==> src/rtl/fifo_ctrl_mc_if.sv <==
// fifo_ctrl_mc_if -- request/status bundle for the multi-channel FIFO controller.
//
// Ports (signals in the bundle):
//   fifo_wr, fifo_rd, err_clr      NUM_CH           per-channel requests / error clear
//   full_threshold, empty_threshold CNT_L           shared almost-full / almost-empty levels
//   wr_en, rd_en                   NUM_CH           accepted write / read strobes to memory
//   wr_ptr, rd_ptr                 NUM_CH*PTR_L     per-channel addresses, ch i at [i*PTR_L +: PTR_L]
//   count                          NUM_CH*CNT_L     per-channel occupancy, ch i at [i*CNT_L +: CNT_L]
//   fifo_full, fifo_empty, almost_full, almost_empty, error  NUM_CH  per-channel status
// Modports: master drives requests and observes status; slave is the controller.
interface fifo_ctrl_mc_if #(
  parameter int NUM_CH = 4,
  parameter int PTR_L  = 3,
  parameter int CNT_L  = 4
);
  logic [NUM_CH-1:0]       fifo_wr;
  logic [NUM_CH-1:0]       fifo_rd;
  logic [NUM_CH-1:0]       err_clr;
  logic [CNT_L-1:0]        full_threshold;
  logic [CNT_L-1:0]        empty_threshold;
  logic [NUM_CH-1:0]       wr_en;
  logic [NUM_CH-1:0]       rd_en;
  logic [NUM_CH*PTR_L-1:0] wr_ptr;
  logic [NUM_CH*PTR_L-1:0] rd_ptr;
  logic [NUM_CH*CNT_L-1:0] count;
  logic [NUM_CH-1:0]       fifo_full;
  logic [NUM_CH-1:0]       fifo_empty;
  logic [NUM_CH-1:0]       almost_full;
  logic [NUM_CH-1:0]       almost_empty;
  logic [NUM_CH-1:0]       error;

  modport master (
    output fifo_wr, fifo_rd, err_clr, full_threshold, empty_threshold,
    input  wr_en, rd_en, wr_ptr, rd_ptr, count,
    input  fifo_full, fifo_empty, almost_full, almost_empty, error
  );

  modport slave (
    input  fifo_wr, fifo_rd, err_clr, full_threshold, empty_threshold,
    output wr_en, rd_en, wr_ptr, rd_ptr, count,
    output fifo_full, fifo_empty, almost_full, almost_empty, error
  );
endinterface

==> src/rtl/fifo_ctrl_mc.sv <==
// fifo_ctrl_mc -- control block for NUM_CH independent FIFOs of MEM_SIZE entries each.
// Produces accepted write/read strobes, wrapping read/write addresses, occupancy,
// full/empty/almost flags and a sticky per-channel error for rejected requests.
//
// Ports:
//   clk    in  single clock, state updates on rising edge
//   reset  in  asynchronous active-high reset, clears all channels immediately
//   bus    slave side of fifo_ctrl_mc_if (requests in, strobes/pointers/status out)
module fifo_ctrl_mc #(
  parameter int NUM_CH   = 4,
  parameter int MEM_SIZE = 8,
  parameter int PTR_L    = 3,
  parameter int CNT_L    = 4
) (
  input  logic           clk,
  input  logic           reset,
  fifo_ctrl_mc_if.slave  bus
);

  localparam logic [CNT_L-1:0] FULL_CNT = CNT_L'(MEM_SIZE);
  localparam logic [PTR_L-1:0] LAST_PTR = PTR_L'(MEM_SIZE - 1);

  generate
    for (genvar gi = 0; gi < NUM_CH; gi++) begin : g_ch
      logic [CNT_L-1:0] count_q, count_d;
      logic [PTR_L-1:0] wr_ptr_q, wr_ptr_d;
      logic [PTR_L-1:0] rd_ptr_q, rd_ptr_d;
      logic             error_q, error_d;
      logic             full, empty, wr_acc, rd_acc, reject;

      always_comb begin
        full   = (count_q == FULL_CNT);
        empty  = (count_q == '0);
        // A write into a full channel is only safe when a read frees a slot
        // in the same cycle. Strobes are held low while reset is asserted.
        wr_acc = bus.fifo_wr[gi] & (~full | bus.fifo_rd[gi]) & ~reset;
        rd_acc = bus.fifo_rd[gi] & ~empty & ~reset;
        // Any request that was presented but not accepted is an error.
        reject = (bus.fifo_wr[gi] & ~wr_acc) | (bus.fifo_rd[gi] & ~rd_acc);

        count_d  = count_q + {{(CNT_L-1){1'b0}}, wr_acc} - {{(CNT_L-1){1'b0}}, rd_acc};
        wr_ptr_d = wr_ptr_q;
        rd_ptr_d = rd_ptr_q;
        if (wr_acc) wr_ptr_d = (wr_ptr_q == LAST_PTR) ? '0 : wr_ptr_q + 1'b1;
        if (rd_acc) rd_ptr_d = (rd_ptr_q == LAST_PTR) ? '0 : rd_ptr_q + 1'b1;

        // A new error wins over a coincident clear.
        error_d = error_q;
        if (bus.err_clr[gi]) error_d = 1'b0;
        if (reject)          error_d = 1'b1;
      end

      always_ff @(posedge clk or posedge reset) begin
        if (reset) begin
          count_q  <= '0;
          wr_ptr_q <= '0;
          rd_ptr_q <= '0;
          error_q  <= 1'b0;
        end else begin
          count_q  <= count_d;
          wr_ptr_q <= wr_ptr_d;
          rd_ptr_q <= rd_ptr_d;
          error_q  <= error_d;
        end
      end

      assign bus.wr_en[gi]                    = wr_acc;
      assign bus.rd_en[gi]                    = rd_acc;
      assign bus.wr_ptr[gi*PTR_L +: PTR_L]    = wr_ptr_q;
      assign bus.rd_ptr[gi*PTR_L +: PTR_L]    = rd_ptr_q;
      assign bus.count[gi*CNT_L +: CNT_L]     = count_q;
      assign bus.fifo_full[gi]                = full;
      assign bus.fifo_empty[gi]               = empty;
      assign bus.almost_full[gi]              = (count_q >= bus.full_threshold);
      assign bus.almost_empty[gi]             = (count_q <= bus.empty_threshold);
      assign bus.error[gi]                    = error_q;
    end
  endgenerate

endmodule

==> src/flat_wrapper.sv <==
// flat-port wrapper written by rule: the top's interface ports become plain ports
module fifo_ctrl_mc_flat 
#(
  parameter int NUM_CH   = 4,
  parameter int MEM_SIZE = 8,
  parameter int PTR_L    = 3,
  parameter int CNT_L    = 4
)
  (clk, reset, bus_fifo_wr, bus_fifo_rd, bus_err_clr, bus_full_threshold, bus_empty_threshold, bus_wr_en, bus_rd_en, bus_wr_ptr, bus_rd_ptr, bus_count, bus_fifo_full, bus_fifo_empty, bus_almost_full, bus_almost_empty, bus_error);
  fifo_ctrl_mc_if #(.NUM_CH(NUM_CH), .PTR_L(PTR_L), .CNT_L(CNT_L)) bus_i ();
  input  logic clk;
  input  logic reset;
  input wire logic [$bits(bus_i.fifo_wr)-1:0] bus_fifo_wr;
  input wire logic [$bits(bus_i.fifo_rd)-1:0] bus_fifo_rd;
  input wire logic [$bits(bus_i.err_clr)-1:0] bus_err_clr;
  input wire logic [$bits(bus_i.full_threshold)-1:0] bus_full_threshold;
  input wire logic [$bits(bus_i.empty_threshold)-1:0] bus_empty_threshold;
  output wire logic [$bits(bus_i.wr_en)-1:0] bus_wr_en;
  output wire logic [$bits(bus_i.rd_en)-1:0] bus_rd_en;
  output wire logic [$bits(bus_i.wr_ptr)-1:0] bus_wr_ptr;
  output wire logic [$bits(bus_i.rd_ptr)-1:0] bus_rd_ptr;
  output wire logic [$bits(bus_i.count)-1:0] bus_count;
  output wire logic [$bits(bus_i.fifo_full)-1:0] bus_fifo_full;
  output wire logic [$bits(bus_i.fifo_empty)-1:0] bus_fifo_empty;
  output wire logic [$bits(bus_i.almost_full)-1:0] bus_almost_full;
  output wire logic [$bits(bus_i.almost_empty)-1:0] bus_almost_empty;
  output wire logic [$bits(bus_i.error)-1:0] bus_error;
  assign bus_i.fifo_wr = bus_fifo_wr;
  assign bus_i.fifo_rd = bus_fifo_rd;
  assign bus_i.err_clr = bus_err_clr;
  assign bus_i.full_threshold = bus_full_threshold;
  assign bus_i.empty_threshold = bus_empty_threshold;
  assign bus_wr_en = bus_i.wr_en;
  assign bus_rd_en = bus_i.rd_en;
  assign bus_wr_ptr = bus_i.wr_ptr;
  assign bus_rd_ptr = bus_i.rd_ptr;
  assign bus_count = bus_i.count;
  assign bus_fifo_full = bus_i.fifo_full;
  assign bus_fifo_empty = bus_i.fifo_empty;
  assign bus_almost_full = bus_i.almost_full;
  assign bus_almost_empty = bus_i.almost_empty;
  assign bus_error = bus_i.error;
  fifo_ctrl_mc #(.NUM_CH(NUM_CH), .MEM_SIZE(MEM_SIZE), .PTR_L(PTR_L), .CNT_L(CNT_L)) u_core (.clk(clk), .reset(reset), .bus(bus_i));
endmodule
==> config.mk <==
export PLATFORM = sky130hd
export DESIGN_NAME = fifo_ctrl_mc_flat
export DESIGN_NICKNAME = d
export VERILOG_FILES = /design/src/rtl/fifo_ctrl_mc_if.sv /design/src/rtl/fifo_ctrl_mc.sv /design/src/flat_wrapper.sv
export SDC_FILE = /design/constraint.sdc
export NUM_CORES = 1
export LEC_CHECK = 0
export BUFFER_PORTS_ARGS = -buffer_cell sky130_fd_sc_hd__buf_2
export CAP_MARGIN = 20
export CORE_ASPECT_RATIO = 2
export CORE_MARGIN = 3
export CORE_UTILIZATION = 25
export DETAILED_ROUTE_END_ITERATION = 10
export PLACE_DENSITY = 0.49
export SLEW_MARGIN = 20
export SYNTH_ARGS = -nofsm -noshare
export SYNTH_HDL_FRONTEND = slang
export SYNTH_SLANG_ARGS = --single-unit
==> constraint.sdc <==
create_clock -name clk -period 2.7 [get_ports clk]
set_clock_uncertainty 0.15 [all_clocks]
set_input_delay 0.54 -clock clk [delete_from_list [all_inputs] [get_ports clk]]
set_output_delay 0.54 -clock clk [all_outputs]
set_load 0.03 [all_outputs]
-- After elaboration in Yosys (flattened, before gate mapping)
Cells that the tools add are included.
- add/sub/neg operators: 16
- order comparisons: 8
- equality and inequality tests: 12
- muxes and demuxes: 16
- bitwise operators: 49
- reduce and logical (&&, ||, !) cells: 8
- operator list (kind ; number):
    3-bit by 1-bit adder with 3-bit output (second input constant) ; 8
    1-bit AND ; 24
    3-bit equality test (second input constant) ; 8
    3-bit two-way mux ; 8
    1-bit NOT ; 17
    4-bit by 1-bit adder with 4-bit output ; 4
    4-bit equality test (second input constant) ; 4
    4-bit >= comparator ; 4
    4-bit <= comparator ; 4
    4-bit zero test ; 4
    4-bit by 1-bit subtractor with 4-bit output ; 4
    1-bit two-way mux ; 8
    1-bit OR ; 8
    2-bit nonzero test ; 4
- flip-flop bits (word level): 44
- input port bits: 22
- output and inout port bits: 68
- word-level logic and storage cells: 125

-- Longest topological paths before layout
Gate-level depths: netlist of the first run.
- depth in word-level cells: 9
- mapped depth: 10
- mapped depth without buffers: 10

-- Worst setup path before layout of the first run
Ideal clock, no wire load.
- kind: register to register
- from: reg u_core.g_ch[0].count_q[2]
- to: reg u_core.g_ch[0].count_q[2]
- library setup time: 0.123 ns
- arrival time: 2.286 ns
- required time: 2.427 ns
- path slack: 0.141 ns
- stages on the path, launching flop included: 11
- buffers on the path: 0
- period minus slack after synthesis: 2.559 ns
- cells stage by stage: dfrtp_1 -> inv_1 -> ha_1 -> and3_4 -> nor3b_4 -> ha_1 -> inv_1 -> ha_1 -> inv_1 -> fa_1 -> xnor2_1
- elaborated cells on any way between the ends: 11
- classes of those cells: add/sub (2); eq/ne (1); bitwise (7); reduce/logical (1)
- RTL lines (item ; line ; source):
    start: declaration ; fifo_ctrl_mc.sv:25 ; logic [CNT_L-1:0] count_q, count_d;
    start signal: assignment ; fifo_ctrl_mc.sv:60 ; count_q <= count_d;
    4-bit zero test ; fifo_ctrl_mc.sv:33 ; empty = (count_q == '0);
    named net u_core.g_ch[0].empty ; fifo_ctrl_mc.sv:29 ; logic full, empty, wr_acc, rd_acc, reject;
    1-bit NOT ; fifo_ctrl_mc.sv:37 ; rd_acc = bus.fifo_rd[gi] & ~empty & ~reset;
    1-bit AND (2 in a row) ; fifo_ctrl_mc.sv:37 ;
    named net u_core.g_ch[0].rd_acc ; fifo_ctrl_mc.sv:29 ;
    4-bit by 1-bit subtractor with 4-bit output ; fifo_ctrl_mc.sv:41 ; count_d = count_q + {{(CNT_L-1){1'b0}}, wr_acc} - {{(CNT_L-1){1'b0}}, rd_acc};
    named net u_core.g_ch[0].count_d[2] ; fifo_ctrl_mc.sv:25 ;
The timed path passes the listed nets, and every way through them passes these cells.
A chain may end at the register's enable or synchronous reset.

-- Worst setup path in the final report of the first run
- from: reg u_core.g_ch[0].count_q[2]
- to: out bus_wr_en[0]
- cells in the longest elaborated chain, start to end: 5
- RTL lines (item ; line ; source):
    4-bit equality test ; fifo_ctrl_mc.sv:32 ; full = (count_q == FULL_CNT);
    1-bit NOT ; fifo_ctrl_mc.sv:36 ; wr_acc = bus.fifo_wr[gi] & (~full | bus.fifo_rd[gi]) & ~reset;
    1-bit OR ; fifo_ctrl_mc.sv:36 ;
    1-bit AND (2 in a row) ; fifo_ctrl_mc.sv:36 ;
    end: declaration ; flat_wrapper.sv:18 ; output wire logic [$bits(bus_i.wr_en)-1:0] bus_wr_en;
Every way passes these cells.

==> flow_metrics.py, run 1 <==
metrics = {
    "clock_tree": {
        "cts_sinks": 44,
        "clk_pin_slew_ns": 0.06,
        "cts_tree": "built",
        "cts-buffers-inserted": 5,
        "h-tree-depth": 2,
        "cts_max_path_buffers": 2,
        "hold_buffers": 0,
        "clk_latency_ns": 0.29,
        "root_buffer": "clkbuf_16",
    },
    "floorplanning": {
        "io_pins": 90,
        "die_x_um": 88.9,
        "dieHeight_um": 172,
        "coreArea_um2": 13400,
        "initial_core_util_pct": 25.6,
        "dieArea_um2": 15300,
        "rows": 60,
    },
    "timing": {
        "timing.fmax_ghz": 0.396,
        "hold-worst-slack_ns": 0.352,
        "setup_violations": 0,
        "slew_viol_final": 0,
        "rsz0062_at_grt": "false",
        "hold_viol": 0,
        "max_slew_margin_pct": 62.7,
        "tightest_slew_ns": 0.558,
        "tns_ns": 0,
        "finalCritPeriodShare_pct": 93.4,
        "min_period_ns": 2.52,
    },
    "place": {
        "placed_cells": 538,
        "routabilityCongestion": 0.798,
        "dpl.hpwl_um": 6770,
        "numPortBuffers": 89,
    },
    "setup_path": {
        "crit_type": "reg -> out",
        "arrival_ns": 1.83,
        "cp_data_required_time_ns": 2.01,
        "worstSetupEndpointType": "primary output",
        "crit_path_start_kind": "flop",
        "cp_max_fo": 5,
    },
    "global_route": {
        "antenna_found_initial": 0,
        "grt_pass1_vias": 2505,
        "overflow": 0,
        "grt_usage_pct": 11.2,
        "grt_max_degree": 24,
        "grt_first_pass_wirelength_um": 13000,
    },
    "synthesis": {
        "yosys_warnings": 0,
        "ys_seq_area_share_pct": 32.0,
        "ys_ff_latch": 44,
        "synth_top_area_share_pct": 32.0,
        "postSynthAreaPerCell_um2": 11.1,
        "synth_compound_area_share_pct": 6.70,
        "post_synth_mux_area_share_pct": 7.86,
        "synth_area_leaders": "dfrtp_1 32%, ha_1 26%, mux2_2 7.9%, buf_4 4.4%, nor3b_4 4.4%",
        "yosysTopAreaCell": "dfrtp_1",
        "synthAdderAreaFrac_pct": 28.5,
        "netlist_area_um2": 3440,
        "synthXorXnorAreaFrac_pct": 2.04,
        "syn_nets": 409,
        "synth-simple-area-share_pct": 13.7,
        "synth_top_family_by_area": "adder cells",
        "ys_types": 22,
        "synthesis.instances": 311,
    },
    "drt": {
        "drc": 0,
        "drt-total-wl_um": 8150,
        "drt.antenna.violating_nets": 0,
        "firstDrtPassIters": 3,
        "drtIter0Drc": 34,
        "routedWlPerCell_um": 14.7,
        "via_count": 2432,
        "vias_per_cell": 4.40,
    },
    "layout": {
        "layout-drive-gt1-share_pct": 38.4,
        "final_nets": 495,
        "fillers": 1385,
        "finalNonFillerCells": 553,
        "diodes": 0,
        "area_growth_pct": 21.3,
    },
    "pwr": {
        "ir_drop_uv": 410,
        "power_density_nw_per_um2": 1270,
        "power_leakage_uw": 0.00216,
    },
    "run": {
        "drv_cap": 0,
    },
    "worst_hold_path": {
        "hp-class": "reg -> reg",
    },
    "run_status": {
        "outcome": "finished, final reports clean",
    },
}
-- layout make-up --
cell class,count,area [um^2],area share (%)
clock inverters,2,35.0,0.840
inverters,37,139,3.33
well taps,155,194,4.65
multi-input cells,208,2020,48.5
flip-flops and latches,44,1100,26.4
clock buffers,6,129,3.09
repair buffers,101,551,13.2
-- final timing paths --
kind                            slack (ns)  depth (start not counted)                                   to                                start
worst min-delay path                  0.35                          2   u_core.g_ch[1].error_q$_DFFE_PP0P_   u_core.g_ch[1].error_q$_DFFE_PP0P_
worst min register to register        0.35                          2   u_core.g_ch[1].error_q$_DFFE_PP0P_   u_core.g_ch[1].error_q$_DFFE_PP0P_
max in group asynchronous             1.51                          3  u_core.g_ch[3].count_q[2]$_DFF_PP0_                                reset
min in group asynchronous             0.37                          2  u_core.g_ch[2].count_q[2]$_DFF_PP0_                                reset
worst max register to register        0.22                         10  u_core.g_ch[0].count_q[2]$_DFF_PP0_  u_core.g_ch[0].count_q[2]$_DFF_PP0_
worst max-delay path                  0.18                          6                         bus_wr_en[0]  u_core.g_ch[0].count_q[2]$_DFF_PP0_
-- cells in the final DEF, fill, tap and decap left out, types with 5 or more instances in the layout --
master,n
nand2_1,12
a21oi_1,20
mux2_2,24
nand2b_1,8
clkbuf_16,5
nor2_1,8
inv_1,36
buf_4,11
nor3b_4,8
xor2_1,7
dfrtp_1,44
buf_2,88
ha_1,72
o21ai_0,20
-- sequential cells by signal, indices dropped and copies added (netlist names) --
| register | cells |
|---|---|
| u_core.g_ch.count_q | 16 |
| u_core.g_ch.rd_ptr_q | 12 |
| u_core.g_ch.wr_ptr_q | 12 |
| u_core.g_ch.error_q | 4 |
-- synth_stat cells --
master,instances
nor3b_4,8
xnor2_1,1
nor2_1,8
buf_4,20
nand3_1,4
nor2b_1,4
mux2_2,24
ha_1,72
nand2b_1,8
nand2_1,12
xor2_1,7
nor2b_4,4
o21ai_0,20
buf_6,1
dfrtp_1,44
fa_1,4
nor3b_2,4
a21o_1,4
buf_8,1
a21oi_1,20
inv_1,37
and3_4,4
-- kinds of logic after synthesis --
kind of cell    Yosys count
xor+xnor                  8
mux                      24
fa+ha+maj                76
flops                    44
buf+inv                  59
simple gates             56
compound gates           44
-- metal layers --
metal	share of wire, %	wire [um]	global-route usage, %	up-vias
li1	-	-	-	1214
met4	2.4	196	5.07	0
met3	3.2	257	1.57	9
met1	35	2870	11.0	1161
met5	0	0	0	-
met2	59	4830	22.1	48
-- report_power, final --
group / total [uW] / switching, uW / internal [uW]
logic: 3260 / 2010 / 1250
clock network: 697 / 261 / 436
registers: 1360 / 353 / 1000
total: 5310 / 2630 / 2690
-- what timing repair did --
action | 4_1_cts | 5_1_grt
gates resized for setup | 0 | 1
endpoints found under the setup margin | 0 | 3
buffers inserted | 0 | 7
-- worst max-delay path: stages (launching register included) --
cell and delay [ns]:
dfrtp_1 0.41, inv_1 0.10, ha_1 0.21, nor3b_2 0.16, nor2b_4 0.15, nor3b_4 0.26, clkbuf_4 0.25
-- through the flow --
step	total power [uW]	area, um^2	worst slack, ns	utilization (%)
after detailed placement	4700	3950	0.226	29.4
after global placement	4610	3950	0.269	29.4
final	5310	4170	0.177	31.0
after global routing	5870	4170	0.0219	31.0
after CTS	5430	4120	0.0109	30.6
after floorplan	3760	3440	0.141	-
Power figures use the tool's default switching activity.
==> run 2: changes to the inputs <==
--- a/config.mk
+++ b/config.mk
@@ -10,9 +10,9 @@
 export CORE_ASPECT_RATIO = 2
 export CORE_MARGIN = 3
 export CORE_UTILIZATION = 25
+export CTS_CLUSTER_SIZE = 40
 export DETAILED_ROUTE_END_ITERATION = 10
 export PLACE_DENSITY = 0.49
-export SLEW_MARGIN = 20
 export SYNTH_ARGS = -nofsm -noshare
 export SYNTH_HDL_FRONTEND = slang
 export SYNTH_SLANG_ARGS = --single-unit
==> constraint.sdc (replaced) <==
create_clock -name clk -period 2.8 [get_ports clk]
set_clock_uncertainty 0.15 [all_clocks]
set_input_delay 0.56 -clock clk [delete_from_list [all_inputs] [get_ports clk]]
set_output_delay 0.56 -clock clk [all_outputs]
set_load 0.03 [all_outputs]
==> flow_metrics.py, run 2 (synthesized netlist as in run 1, its figures left out) <==
metrics = {
    "layout": {
        "fillers": 1388,
        "area_growth_pct": 19.7,
        "regMostFlops": "u_core.g_ch.count_q",
        "diodes": 0,
        "largest_reg_flops": 16,
        "final_cell_mix": "89 x buf_2, 72 x ha_1, 44 x dfrtp_1",
        "final_nets": 490,
        "layout-drive-gt1-share_pct": 37.9,
        "reg_top3": "u_core.g_ch.count_q (16), u_core.g_ch.rd_ptr_q (12), u_core.g_ch.wr_ptr_q (12)",
        "mostFrequentLayoutCell": "buf_2",
    },
    "timing": {
        "slew_viol_final": 0,
        "tns_ns": 0,
        "max_slew_margin_pct": 61.3,
        "hold_viol": 0,
        "finalCritPeriodShare_pct": 94.5,
        "setup_violations": 0,
        "min_period_ns": 2.65,
        "timing.fmax_ghz": 0.378,
        "rsz0062_at_grt": "false",
        "tightest_slew_ns": 0.580,
        "hold-worst-slack_ns": 0.342,
    },
    "pwr": {
        "power.total_uw": 5030,
        "power_leakage_uw": 0.00213,
        "power_density_nw_per_um2": 1220,
        "ir_drop_uv": 365,
    },
    "floorplanning": {
        "io_pins": 90,
        "initial_core_util_pct": 25.6,
        "dieHeight_um": 172,
        "rows": 60,
        "coreArea_um2": 13400,
        "die_x_um": 88.9,
        "dieArea_um2": 15300,
    },
    "run_status": {
        "outcome": "finished, final reports clean",
    },
    "setup_path": {
        "crit_type": "reg -> out",
        "rrSetupSlack_ns": 0.32,
        "r2r-start": "u_core.g_ch[2].count_q[2]$_DFF_PP0_",
        "worstSetupEndpointType": "primary output",
        "critPathCapture": "bus_wr_en[2]",
        "slowest_delay_ns": 0.43,
        "cp_num_buf_inv": 2,
        "worst-path-stages": 6,
        "cp_max_fo": 5,
        "rr_endpoint": "u_core.g_ch[2].count_q[3]$_DFF_PP0_",
        "startpoint": "u_core.g_ch[2].count_q[2]$_DFF_PP0_",
        "cp_data_required_time_ns": 2.09,
        "cp_top_family": "simple AND/OR/NAND/NOR gates",
        "crit_chain": "inv_1 > ha_1 > nor3b_2 > nor2b_4 > nor3b_4 > buf_2",
        "arrival_ns": 1.94,
        "crit_path_top_delay_cell": "dfrtp_1",
        "crit_path_start_kind": "flop",
        "ff2ff_path_depth": 10,
    },
    "clock_tree": {
        "clk_latency_ns": 0.29,
        "root_buffer": "clkbuf_16",
        "h-tree-depth": 2,
        "post-cts-setup-buffer-count": 0,
        "cts-resized-gates": 0,
        "cts_max_path_buffers": 2,
        "clk_pin_slew_ns": 0.06,
        "cts_tree": "built",
        "cts_sinks": 44,
        "hold_buffers": 0,
        "cts-buffers-inserted": 5,
    },
    "place": {
        "dpl.hpwl_um": 6770,
        "numPortBuffers": 89,
        "routabilityCongestion": 0.791,
    },
    "global_route": {
        "grt_first_pass_wirelength_um": 12900,
        "grt_max_degree": 24,
        "overflow": 0,
        "grt_usage_pct": 11.2,
        "grt_pass1_vias": 2568,
        "antenna_found_initial": 0,
    },
    "run": {
        "drv_cap": 0,
    },
    "drt": {
        "vias_per_cell": 4.39,
        "firstDrtPassIters": 4,
        "drt.antenna.violating_nets": 0,
        "routedWlPerCell_um": 14.7,
        "via_count": 2403,
        "drt-total-wl_um": 8040,
        "drtIter0Drc": 52,
        "drc": 0,
    },
    "worst_hold_path": {
        "hp-class": "reg -> reg",
    },
}
-- run 2: changes by cell type in the layout (fill, tap and decap cells not counted), sizes merged --
| cell | before | now |
|---|---|---|
| buf | 100 | 96 |
| bufinv | 1 | 0 |
| clkbuf | 7 | 6 |
| clkinv | 1 | 2 |
-- run 2: worst min-delay path by stage --
stage | from | to | cells after the start
2_1_floorplan | u_core.g_ch[1].error_q$_DFFE_PP0P_ | u_core.g_ch[1].error_q$_DFFE_PP0P_ | 2
3_3_place_gp | u_core.g_ch[1].error_q$_DFFE_PP0P_ | u_core.g_ch[1].error_q$_DFFE_PP0P_ | 2
3_5_place_dp | u_core.g_ch[1].error_q$_DFFE_PP0P_ | u_core.g_ch[1].error_q$_DFFE_PP0P_ | 2
4_1_cts | u_core.g_ch[1].error_q$_DFFE_PP0P_ | u_core.g_ch[1].error_q$_DFFE_PP0P_ | 2
5_1_grt | u_core.g_ch[1].error_q$_DFFE_PP0P_ | u_core.g_ch[1].error_q$_DFFE_PP0P_ | 2
6_report | u_core.g_ch[1].error_q$_DFFE_PP0P_ | u_core.g_ch[1].error_q$_DFFE_PP0P_ | 2
-- run 2: metal layers --
metal | wire length, um | GRT usage [%] | vias to the layer above
met4 | 169 | 4.47 | 0
li1 | - | - | 1202
met1 | 2770 | 10.6 | 1148
met2 | 4860 | 22.7 | 45
met3 | 241 | 1.53 | 8
met5 | 0 | 0 | -
-- run 2: final cells by class --
cell class | count | area, um^2 | area share [%]
clock buffer | 6 | 139 | 3.37
inverter | 37 | 139 | 3.37
sequential | 44 | 1100 | 26.8
multi-input combinational | 208 | 2020 | 49.1
timing repair buffer | 96 | 510 | 12.4
clock inverter | 2 | 10.0 | 0.243
tap | 155 | 194 | 4.71
-- run 2: through the flow --
| step | instances | area (um^2) | util [%] | setup slack [ns] |
|---|---|---|---|---|
| after floorplan | 311 | 3440 | - | 0.241 |
| after global placement | 536 | 3940 | 29.3 | 0.288 |
| after detailed placement | 536 | 3940 | 29.3 | 0.254 |
| after CTS | 544 | 4090 | 30.4 | 0.0753 |
| after global routing | 548 | 4120 | 30.6 | 0.0284 |
| final | 548 | 4120 | 30.6 | 0.153 |
-- run 2: power breakdown --
part / total, uW / switching [uW] / internal [uW]
combinational: 3100 / 1910 / 1190
sequential: 1320 / 354 / 968
clock: 610 / 258 / 352
total: 5030 / 2530 / 2510
-- run 2: worst min-delay path: cells and delay by family (launching register included) --
| family | cells | cell delay, ns |
|---|---|---|
| simple gates | 2 | 0.12 |
| flops | 1 | 0.34 |
==> run 3: changes to the inputs <==
--- a/config.mk
+++ b/config.mk
@@ -7,7 +7,7 @@
 export LEC_CHECK = 0
 export BUFFER_PORTS_ARGS = -buffer_cell sky130_fd_sc_hd__buf_2
 export CAP_MARGIN = 20
-export CORE_ASPECT_RATIO = 2
+export CORE_ASPECT_RATIO = 0.7
 export CORE_MARGIN = 3
 export CORE_UTILIZATION = 25
 export CTS_CLUSTER_SIZE = 40
==> flow_metrics.py, run 3 (synthesized netlist as in run 1, its figures left out) <==
metrics = {
    "drt": {
        "drt.antenna.violating_nets": 0,
        "drt-total-wl_um": 7640,
        "vias_per_cell": 4.14,
        "via_count": 2378,
        "drc": 0,
        "routedWlPerCell_um": 13.3,
        "drtIter0Drc": 27,
        "firstDrtPassIters": 4,
    },
    "timing": {
        "tns_ns": 0,
        "slew_viol_final": 0,
        "tightest_slew_ns": 0.571,
        "finalCritPeriodShare_pct": 92.4,
        "rsz0062_at_grt": "false",
        "setup_ws_ns": 0.212,
        "max_slew_margin_pct": 61.9,
        "timing.fmax_ghz": 0.386,
        "hold_viol": 0,
        "setup_violations": 0,
        "min_period_ns": 2.59,
    },
    "clock_tree": {
        "h-tree-depth": 2,
        "cts_sinks": 44,
        "cts_max_path_buffers": 2,
        "cts_tree": "built",
        "hold_buffers": 0,
        "cts-resized-gates": 0,
        "cts-buffers-inserted": 5,
        "clk_pin_slew_ns": 0.06,
        "post-cts-setup-buffer-count": 0,
        "root_buffer": "clkbuf_16",
        "clk_latency_ns": 0.29,
    },
    "place": {
        "pre_cts_ws_ns": 0.232,
        "routabilityCongestion": 0.717,
        "numPortBuffers": 89,
        "dpl.hpwl_um": 6350,
        "placed_cells": 566,
    },
    "setup_path": {
        "slowest_delay_ns": 0.42,
        "cp_max_fo": 5,
        "cp_num_buf_inv": 2,
        "crit_type": "reg -> out",
        "cp_top_family": "simple AND/OR/NAND/NOR gates",
        "arrival_ns": 1.88,
        "crit_path_top_delay_cell": "dfrtp_1",
        "cp_data_required_time_ns": 2.09,
        "crit_path_start_kind": "flop",
        "worstSetupEndpointType": "primary output",
        "crit_chain": "inv_1 > ha_1 > nor3b_2 > nor2b_4 > nor3b_4 > buf_2",
        "worst-path-stages": 6,
        "ff2ff_path_depth": 10,
    },
    "worst_hold_path": {
        "hp-class": "reg -> reg",
        "whs_path_depth": 2,
    },
    "pwr": {
        "power_density_nw_per_um2": 1210,
        "ir_drop_uv": 342,
        "combPwrFrac_pct": 62.0,
        "power_frac_seq_pct": 26.4,
        "power_leakage_uw": 0.00210,
        "power.internal_uw": 2470,
        "p_switching_uw": 2490,
        "pwr-share-clk_pct": 11.6,
        "swShare_pct": 50.2,
    },
    "floorplanning": {
        "io_pins": 90,
        "dieHeight_um": 104,
        "die_x_um": 146,
        "dieArea_um2": 15200,
        "initial_core_util_pct": 25.8,
        "rows": 35,
        "coreArea_um2": 13300,
    },
    "global_route": {
        "overflow": 0,
        "grt_first_pass_wirelength_um": 12800,
        "grt_max_degree": 26,
        "antenna_found_initial": 0,
        "grt_usage_pct": 10.4,
        "grt_pass1_vias": 2540,
    },
    "layout": {
        "diodes": 0,
        "largest_reg_flops": 16,
        "area_growth_pct": 19.4,
        "final_nets": 486,
        "reg_top3": "u_core.g_ch.count_q (16), u_core.g_ch.rd_ptr_q (12), u_core.g_ch.wr_ptr_q (12)",
        "layout-drive-gt1-share_pct": 37.3,
        "mostFrequentLayoutCell": "buf_2",
        "finalNonFillerCells": 574,
        "final_cell_mix": "89 x buf_2, 72 x ha_1, 44 x dfrtp_1",
        "regMostFlops": "u_core.g_ch.count_q",
    },
    "run": {
        "drv_cap": 0,
    },
    "run_status": {
        "outcome": "finished, final reports clean",
    },
}
==> run 3: cell count changes in the layout (fill, tap and decap cells not counted) <==
cell	before	now
buf_12	1	0
buf_4	6	3
clkinv_4	0	1
clkbuf_8	1	0
==> run 3: worst paths after layout <==
kind,startpoint,end,slack [ns]
max in group asynchronous,reset,u_core.g_ch[1].count_q[3]$_DFF_PP0_,1.30
worst min-delay path,u_core.g_ch[1].error_q$_DFFE_PP0P_,u_core.g_ch[1].error_q$_DFFE_PP0P_,0.35
worst max-delay path,u_core.g_ch[3].count_q[2]$_DFF_PP0_,bus_wr_en[3],0.21
worst min register to register,u_core.g_ch[1].error_q$_DFFE_PP0P_,u_core.g_ch[1].error_q$_DFFE_PP0P_,0.35
min in group asynchronous,reset,u_core.g_ch[0].error_q$_DFFE_PP0P_,0.59
worst max register to register,u_core.g_ch[0].count_q[2]$_DFF_PP0_,u_core.g_ch[0].count_q[2]$_DFF_PP0_,0.28
==> run 3: metrics by stage <==
step | util [%] | total power [uW] | hold slack (ns) | instance area, um^2
6_report | 30.8 | 4960 | 0.350 | 4110
2_1_floorplan | - | 3630 | 0.307 | 3440
3_5_place_dp | 29.8 | 4470 | 0.339 | 3960
4_1_cts | 30.8 | 5070 | 0.360 | 4110
5_1_grt | 30.8 | 5480 | 0.375 | 4110
3_3_place_gp | 29.8 | 4360 | 0.337 | 3960
==> run 3: layer usage <==
layer	vias to the layer above	wire [um]	track usage [%]
met5	-	0	0
met1	1129	3590	12.9
met2	44	3700	18.2
li1	1200	-	-
met4	0	45	2.21
met3	5	307	2.79
==> run 3: tightest hold or removal path, cell delays in order, from the launching register on <==
cell      delay, ns
dfrtp_1        0.35
nand2b_1       0.06
nand3_1        0.06
==> run 3: final cells by class <==
cell class / instances / area [um^2]
Tap cell: 185 / 231
Multi-Input combinational cell: 208 / 2020
Sequential cell: 44 / 1100
Fill cell: 1451 / 9210
Clock inverter: 3 / 18.8
Timing Repair Buffer: 92 / 468
Inverter: 37 / 139
Clock buffer: 5 / 125
==> run 3: power by group through the flow <==
stage	Combinational, uW	Clock [uW]	Sequential (uW)
after global routing	3460	637	1380
after CTS	3140	606	1330
after global placement	3040	0	1320
after floorplan	1780	0	1850
final	3070	577	1310
after detailed placement	3130	0	1340
